**src/rtl/task_deserializer.sv**
```systemverilog
// Byte-stream-to-task assembler: packs 18 bytes (MSB first) into {player, opponent, taskid}
// and presents the task on a valid/ready handshake. Optional illegal-task filter: TASK_OVERLAP_CHECK_EN.
module task_deserializer #(
  parameter int TIMEOUT  = 1024,
  parameter int CNT_BITS = 8
) (
  input  logic                clock,
  input  logic                reset,
  input  logic [7:0]          in_data,
  input  logic                in_valid,
  output logic                in_ready,
  output logic [143:0]        out_data,
  output logic                out_valid,
  input  logic                out_ready,
  output logic [CNT_BITS-1:0] dropped,
  output logic                busy
);

  localparam logic [1:0] ST_IDLE     = 2'd0;
  localparam logic [1:0] ST_ASSEMBLE = 2'd1;
  localparam logic [1:0] ST_HOLD     = 2'd2;

  // The idle counter only ever needs to reach TIMEOUT-1; the expiry fires on that cycle.
  localparam int                  IDLE_W    = (TIMEOUT > 1) ? $clog2(TIMEOUT) : 1;
  localparam logic [IDLE_W-1:0]   IDLE_LAST = IDLE_W'((TIMEOUT > 0) ? TIMEOUT - 1 : 0);
  localparam logic [CNT_BITS-1:0] DROP_MAX  = '1;
  localparam logic [4:0]          LAST_IDX  = 5'd17;

  logic [1:0]          state_q, state_d;
  logic [4:0]          index_q, index_d;
  logic [IDLE_W-1:0]   idle_q, idle_d;
  logic [143:0]        data_q, data_d;
  logic                valid_q, valid_d;
  logic [CNT_BITS-1:0] drop_q, drop_d;

  logic                accept;
  logic                expired;
  logic                illegal;
  logic [143:0]        merged;
  logic [CNT_BITS-1:0] drop_inc;

  assign in_ready  = !reset && (state_q != ST_HOLD);
  assign accept    = in_valid && in_ready;
  assign expired   = (TIMEOUT != 0) && (idle_q == IDLE_LAST);
  assign drop_inc  = (drop_q == DROP_MAX) ? drop_q : drop_q + CNT_BITS'(1);

  assign busy      = (state_q == ST_ASSEMBLE);
  assign out_valid = valid_q;
  assign out_data  = data_q;
  assign dropped   = drop_q;

  // Current word with the incoming byte dropped into the slot selected by index_q.
  always_comb begin
    merged = data_q;
    for (int k = 0; k < 18; k++) begin
      if (index_q == 5'(k)) begin
        merged[143 - 8*k -: 8] = in_data;
      end
    end
  end

`ifdef TASK_OVERLAP_CHECK_EN
  assign illegal = |(merged[143:80] & merged[79:16]);
`else
  assign illegal = 1'b0;
`endif

  always_comb begin
    state_d = state_q;
    index_d = index_q;
    idle_d  = idle_q;
    data_d  = data_q;
    valid_d = valid_q;
    drop_d  = drop_q;
    case (state_q)
      ST_IDLE: begin
        if (accept) begin
          data_d  = merged;
          index_d = 5'd1;
          idle_d  = '0;
          state_d = ST_ASSEMBLE;
        end
      end
      ST_ASSEMBLE: begin
        // A byte arriving on the expiry cycle takes priority over the timeout.
        if (accept) begin
          data_d = merged;
          idle_d = '0;
          if (index_q == LAST_IDX) begin
            index_d = '0;
            if (illegal) begin
              state_d = ST_IDLE;
              drop_d  = drop_inc;
            end else begin
              state_d = ST_HOLD;
              valid_d = 1'b1;
            end
          end else begin
            index_d = index_q + 5'd1;
          end
        end else if (expired) begin
          state_d = ST_IDLE;
          index_d = '0;
          idle_d  = '0;
          drop_d  = drop_inc;
        end else if (TIMEOUT != 0) begin
          idle_d = idle_q + IDLE_W'(1);
        end
      end
      ST_HOLD: begin
        if (out_ready) begin
          state_d = ST_IDLE;
          index_d = '0;
          valid_d = 1'b0;
        end
      end
      default: begin
        state_d = ST_IDLE;
        index_d = '0;
        idle_d  = '0;
        valid_d = 1'b0;
      end
    endcase
  end

  always_ff @(posedge clock) begin
    if (reset) begin
      state_q <= ST_IDLE;
      index_q <= '0;
      idle_q  <= '0;
      data_q  <= '0;
      valid_q <= 1'b0;
      drop_q  <= '0;
    end else begin
      state_q <= state_d;
      index_q <= index_d;
      idle_q  <= idle_d;
      data_q  <= data_d;
      valid_q <= valid_d;
      drop_q  <= drop_d;
    end
  end

endmodule
```
**config.mk**
```make
export PLATFORM = sky130hd
export DESIGN_NAME = task_deserializer
export DESIGN_NICKNAME = d
export VERILOG_FILES = /design/src/rtl/task_deserializer.sv
export SDC_FILE = /design/constraint.sdc
export NUM_CORES = 1
export LEC_CHECK = 0
export BUFFER_PORTS_ARGS = -buffer_cell sky130_fd_sc_hd__buf_4
export CAP_MARGIN = 20
export CORE_MARGIN = 2
export CORE_UTILIZATION = 57
export DETAILED_ROUTE_END_ITERATION = 12
export PLACE_DENSITY = 0.86
export REMOVE_ABC_BUFFERS = 1
export SLEW_MARGIN = 20
export SYNTH_ARGS = -nofsm -noshare
export SYNTH_HDL_FRONTEND = slang
export SYNTH_SLANG_ARGS = --single-unit
```
**constraint.sdc**
```tcl
create_clock -name clock -period 3.15 [get_ports clock]
set_clock_uncertainty 0.1 [all_clocks]
set_input_delay 0.7875 -clock clock [delete_from_list [all_inputs] [get_ports clock]]
set_output_delay 0.7875 -clock clock [all_outputs]
set_load 0.02 [all_outputs]
```
### After elaboration in Yosys (flattened, before gate mapping)

Cells that the tools add are included.

* register bits: 170
* bits of input ports: 12
* output and inout bits: 155
* logic and storage cells: 107

* $add $sub $neg: 3
* equal/unequal tests: 28
* muxes and demuxes: 20
* bitwise gates (word level): 4
* reductions and logical operators: 29

Operator list (number)
* $reduce_and 3->1: 19
* $eq 5x4->1 const B: 8
* $mux 10: 3
* $pmux 10 s3: 1
* $mux 5: 5
* $eq 5x3->1 const B: 4
* $pmux 5 s3: 1
* $reduce_and 4->1: 3
* $add 10x1->10 const B: 1
* $eq 10x10->1 const B: 1
* $eq 5x2->1 const B: 2
* $eq 5x5->1 const B: 2
* $mux 2: 5
* $add 8x1->8 const B: 1
* $eq 8x8->1 const B: 1
* $ne 2x2->1 const B: 3
* $pmux 2 s3: 1
* $add 5x1->5 const B: 1
* $eq 5x1->1 const B: 1
* $logic_not 5->1: 1
* $ne 2x1->1 const B: 2
* $not 1->1: 4
* $mux 1: 3
* $ne 3x1->1 const B: 1
* 9 further kinds: 10

### Logic depth before layout (Yosys ltp)

* depth after elaboration: 5
* depth in mapped cells: 7
* gate-level depth less buffers: 6

### Worst setup path before layout

OpenSTA, ideal clock, no wires.

* kind: input-to-output
* start point: input port reset
* end point: output port in_ready
* arrival time: 1.848 ns
* required time: 2.263 ns
* path slack: 0.414 ns
* stages on the path: 5
* path buffers: 3
* path through: clkbuf_1 > clkbuf_1 > buf_1 > inv_1 > o21a_1

* cells in the longest elaborated chain, start to end: 2

RTL lines
* start: declaration: RTL line 8 `input logic reset,`
* $logic_not 1->1: RTL line 42 `assign in_ready = !reset && (state_q != ST_HOLD);`
* $logic_and 1x1->1: RTL line 42
* end: declaration: RTL line 11 `output logic in_ready,`

Every way passes these cells.

### Final worst setup path

* start point: input port reset
* end point: register data_q[99], in the netlist out_data[99]

* cells in the longest elaborated chain, start to end: 4

RTL lines
* $logic_not 1->1: RTL line 42
* $logic_and 1x1->1: RTL line 42
* $logic_and 1x1->1: RTL line 43 `assign accept = in_valid && in_ready;`
* $reduce_and 3->1 (no source line)
* end signal: assignment: RTL line 138 `data_q <= data_d;`
* end: declaration: RTL line 32 `logic [143:0] data_q, data_d;`

Parallel ways exist; a longest one is shown, timed or not.
A chain may end at the register's enable or synchronous reset.

==> results.ini <==
[floorplan]
core_sq_um = 11420
die_x_um = 112.0
start_util = 0.5827
rows = 39
dieArea_sq_um = 12550
die_y_um = 112.0
io_pins = 167

[logic_synthesis]
synth_edf_count = 0
synth_cells = 680
syn_area_per_cell_sq_um = 9.785
yosysSeqAreaShare = 0.5115
synth_cell_types = 50
synth_ff_type = dfxtp_1
ys_warn_count = 0
synth-seq-cells = 170
syn_area_sq_um = 6654
synthArstFlopShare = 0

[critical_path]
cp_slowest_cell = nand4_1
reg2reg_from = state_q[0]
crit_required_ns = 3.33
cp_cell_sequence = buf_4, nor2b_1, nand4_1, mux2i_1, nor2_1
cp.arrival_ns = 2.80
reg2reg_setup_slack_ns = 0.79
worst-setup-path-type = in -> reg
ff2ff_path_depth = 5
critical-path-top-delay-family = simple AND/OR/NAND/NOR gates
crit_end = out_data[99]
crit_buf_inv = 1
start_kind = input port
cp_num_cells = 5
max_stage_delay_ns = 0.68
crit_path_start = reset
r2r_end = dropped[2]
worstSetupEndpointType = register
worstPathMaxFanout = 50

[status]
status = completed

[routing]
wl_per_cell_um = 18.39
num_vias = 5565
postRouteWirelength_um = 17940
first_iter_violations = 374
postRouteAntennaNets = 0
met2_length_um = 8952
first_pass_iters = 5
m1WireLength_um = 7199
drcViolationCount = 0
routed.top_layer = met4
viasPerCell = 5.702
route.met3.wl_um = 1362

[cts]
cts_root_buf = clkbuf_16
cts.htree.levels = 4
cts_buffers = 17
post_cts_buffers = 0
clock_latency_ns = 0.43
clkTransAtPathRegs_ns = 0.06
cts_tree = yes
cts_resized = 0
cts_buffer_depth = 2
ctsHoldBuffers = 0
numClockSinks = 170

[finish]
final_util = 0.7506
multiInputGateArea_sq_um = 3035
fin_nets = 840
diodes = 0
regArea_sq_um = 3403
stdcell_count = 976
syn_to_final_growth_pct = 28.81
final_cell_mix = buf_4 (171), dfxtp_1 (170), nor2_1 (142), mux2i_1 (128), nand2_1 (34)
mostFrequentLayoutCell = buf_4
drive_gt1_frac = 0.2557
fillers = 785

[timing]
rsz0062_at_grt = false
slew_headroom = 0.4317
max_freq_mhz = 381.6
finalCritPeriodShare = 0.8319
tns_ns = 0
worst_pin_slew_ns = 0.8525
period_minus_slack_ns = 2.620
hold_ws_ns = 0.3628
slew_violations = 0
finalSetupViolations = 0
finalHoldViolations = 0

[grt]
grt_pass1_vias = 5578
grt_max_degree = 92
antenna_found_initial = 0
grt_usage = 0.2880
gr-total-overflow = 0
grt_pass1_wl_um = 28640

[pwr]
vdd_drop_max_mv = 0.4505
power_mw = 4.629
p_leak_nw = 4.450
powerDensity_nw_per_um2 = 540.1

[min_path]
hold_path.class = reg -> reg

[placement]
io_buffers = 166
place_inst = 945
dpl.hpwl_um = 11720
routabilityCongestion = 0.8552

[flow_run]
maxCapViolations = 0

-- metrics by stage --
| stage | setup WS (ns) | cell area (sq um) |
|---|---|---|
| global placement | 0.2709 | 7928 |
| floorplan | 0.2027 | 6454 |
| CTS | 0.5567 | 8571 |
| finish | 0.5295 | 8571 |
| global route | 0.3397 | 8571 |
| detailed placement | 0.1390 | 7928 |
-- Yosys cell counts, drive strengths merged (3+ instances only) --
master | count | area (sq um)
nand3 | 27 | 135.1
a21oi | 24 | 120.1
clkbuf | 39 | 146.4
o31ai | 4 | 30.03
inv | 7 | 26.28
nor2b | 10 | 62.56
mux2i | 128 | 1281
mux2 | 4 | 45.04
nand4 | 9 | 62.56
nand2 | 34 | 127.6
nand2b | 3 | 18.77
dfxtp | 170 | 3403
and2 | 3 | 18.77
ha | 7 | 87.58
o2111ai | 4 | 35.03
buf | 10 | 53.80
nor2 | 143 | 539.3
xor2 | 7 | 61.31
o21ai | 4 | 20.01
nor4 | 4 | 70.07
and3 | 5 | 31.28
nor3 | 5 | 30.03
-- flip-flops by register name, summed over array words and instances, names as in the netlist --
signal,cells
index_q,5
out_data,144
dropped,8
idle_q,10
out_valid,1
state_q,2
-- logic make-up after synthesis --
| kind of cell | after synthesis | share of synthesized area |
|---|---|---|
| flip-flops | 170 | 0.5115 |
| multiplexers | 132 | 0.1993 |
| AND/OR/NAND/NOR | 255 | 0.1805 |
| adder cells (fa/ha/maj) | 7 | 0.01316 |
| AO/OA/AOI/OAI | 53 | 0.05228 |
| XOR/XNOR | 7 | 0.009214 |
| buffers and inverters | 56 | 0.03404 |
-- metal layers --
layer / up-vias / GRT usage
met5: - / 0
met4: 0 / 0.1163
met3: 45 / 0.1004
met2: 230 / 0.4901
met1: 2678 / 0.3338
li1: 2612 / -
-- worst min-delay path, delay by kind of cell, from the launching register on --
kind | cells | cell delay [ns]
flip-flops | 1 | 0.31
AO/OA/AOI/OAI | 1 | 0.05
AND/OR/NAND/NOR | 1 | 0.05
-- where the power goes --
| group | switching, mW | internal, mW | leakage (nW) | total, mW |
|---|---|---|---|---|
| clock | 0.856 | 1.41 | 0.312 | 2.27 |
| sequential | 0.0138 | 2.16 | 1.37 | 2.17 |
| combinational | 0.137 | 0.0526 | 2.77 | 0.189 |
-- cell type report --
type | count | area share
clock buffers | 21 | 0.05606
flip-flops and latches | 170 | 0.3971
well taps | 143 | 0.02088
clock inverters | 10 | 0.01898
multi-input cells | 454 | 0.3542
inverters | 7 | 0.003066
repair buffers | 171 | 0.1498
-- worst min-delay path by stage --
stage | start | endpoint | slack [ns] | cells past startpoint
floorplan | idle_q[1] | idle_q[1] | 0.37 | 2
global placement | out_data[18] | out_data[18] | 0.34 | 2
detailed placement | out_data[5] | out_data[5] | 0.36 | 2
CTS | out_data[5] | out_data[5] | 0.37 | 2
global route | out_data[3] | out_data[3] | 0.38 | 2
finish | out_data[3] | out_data[3] | 0.36 | 2
No activity file was read; power rests on OpenSTA's default activity.
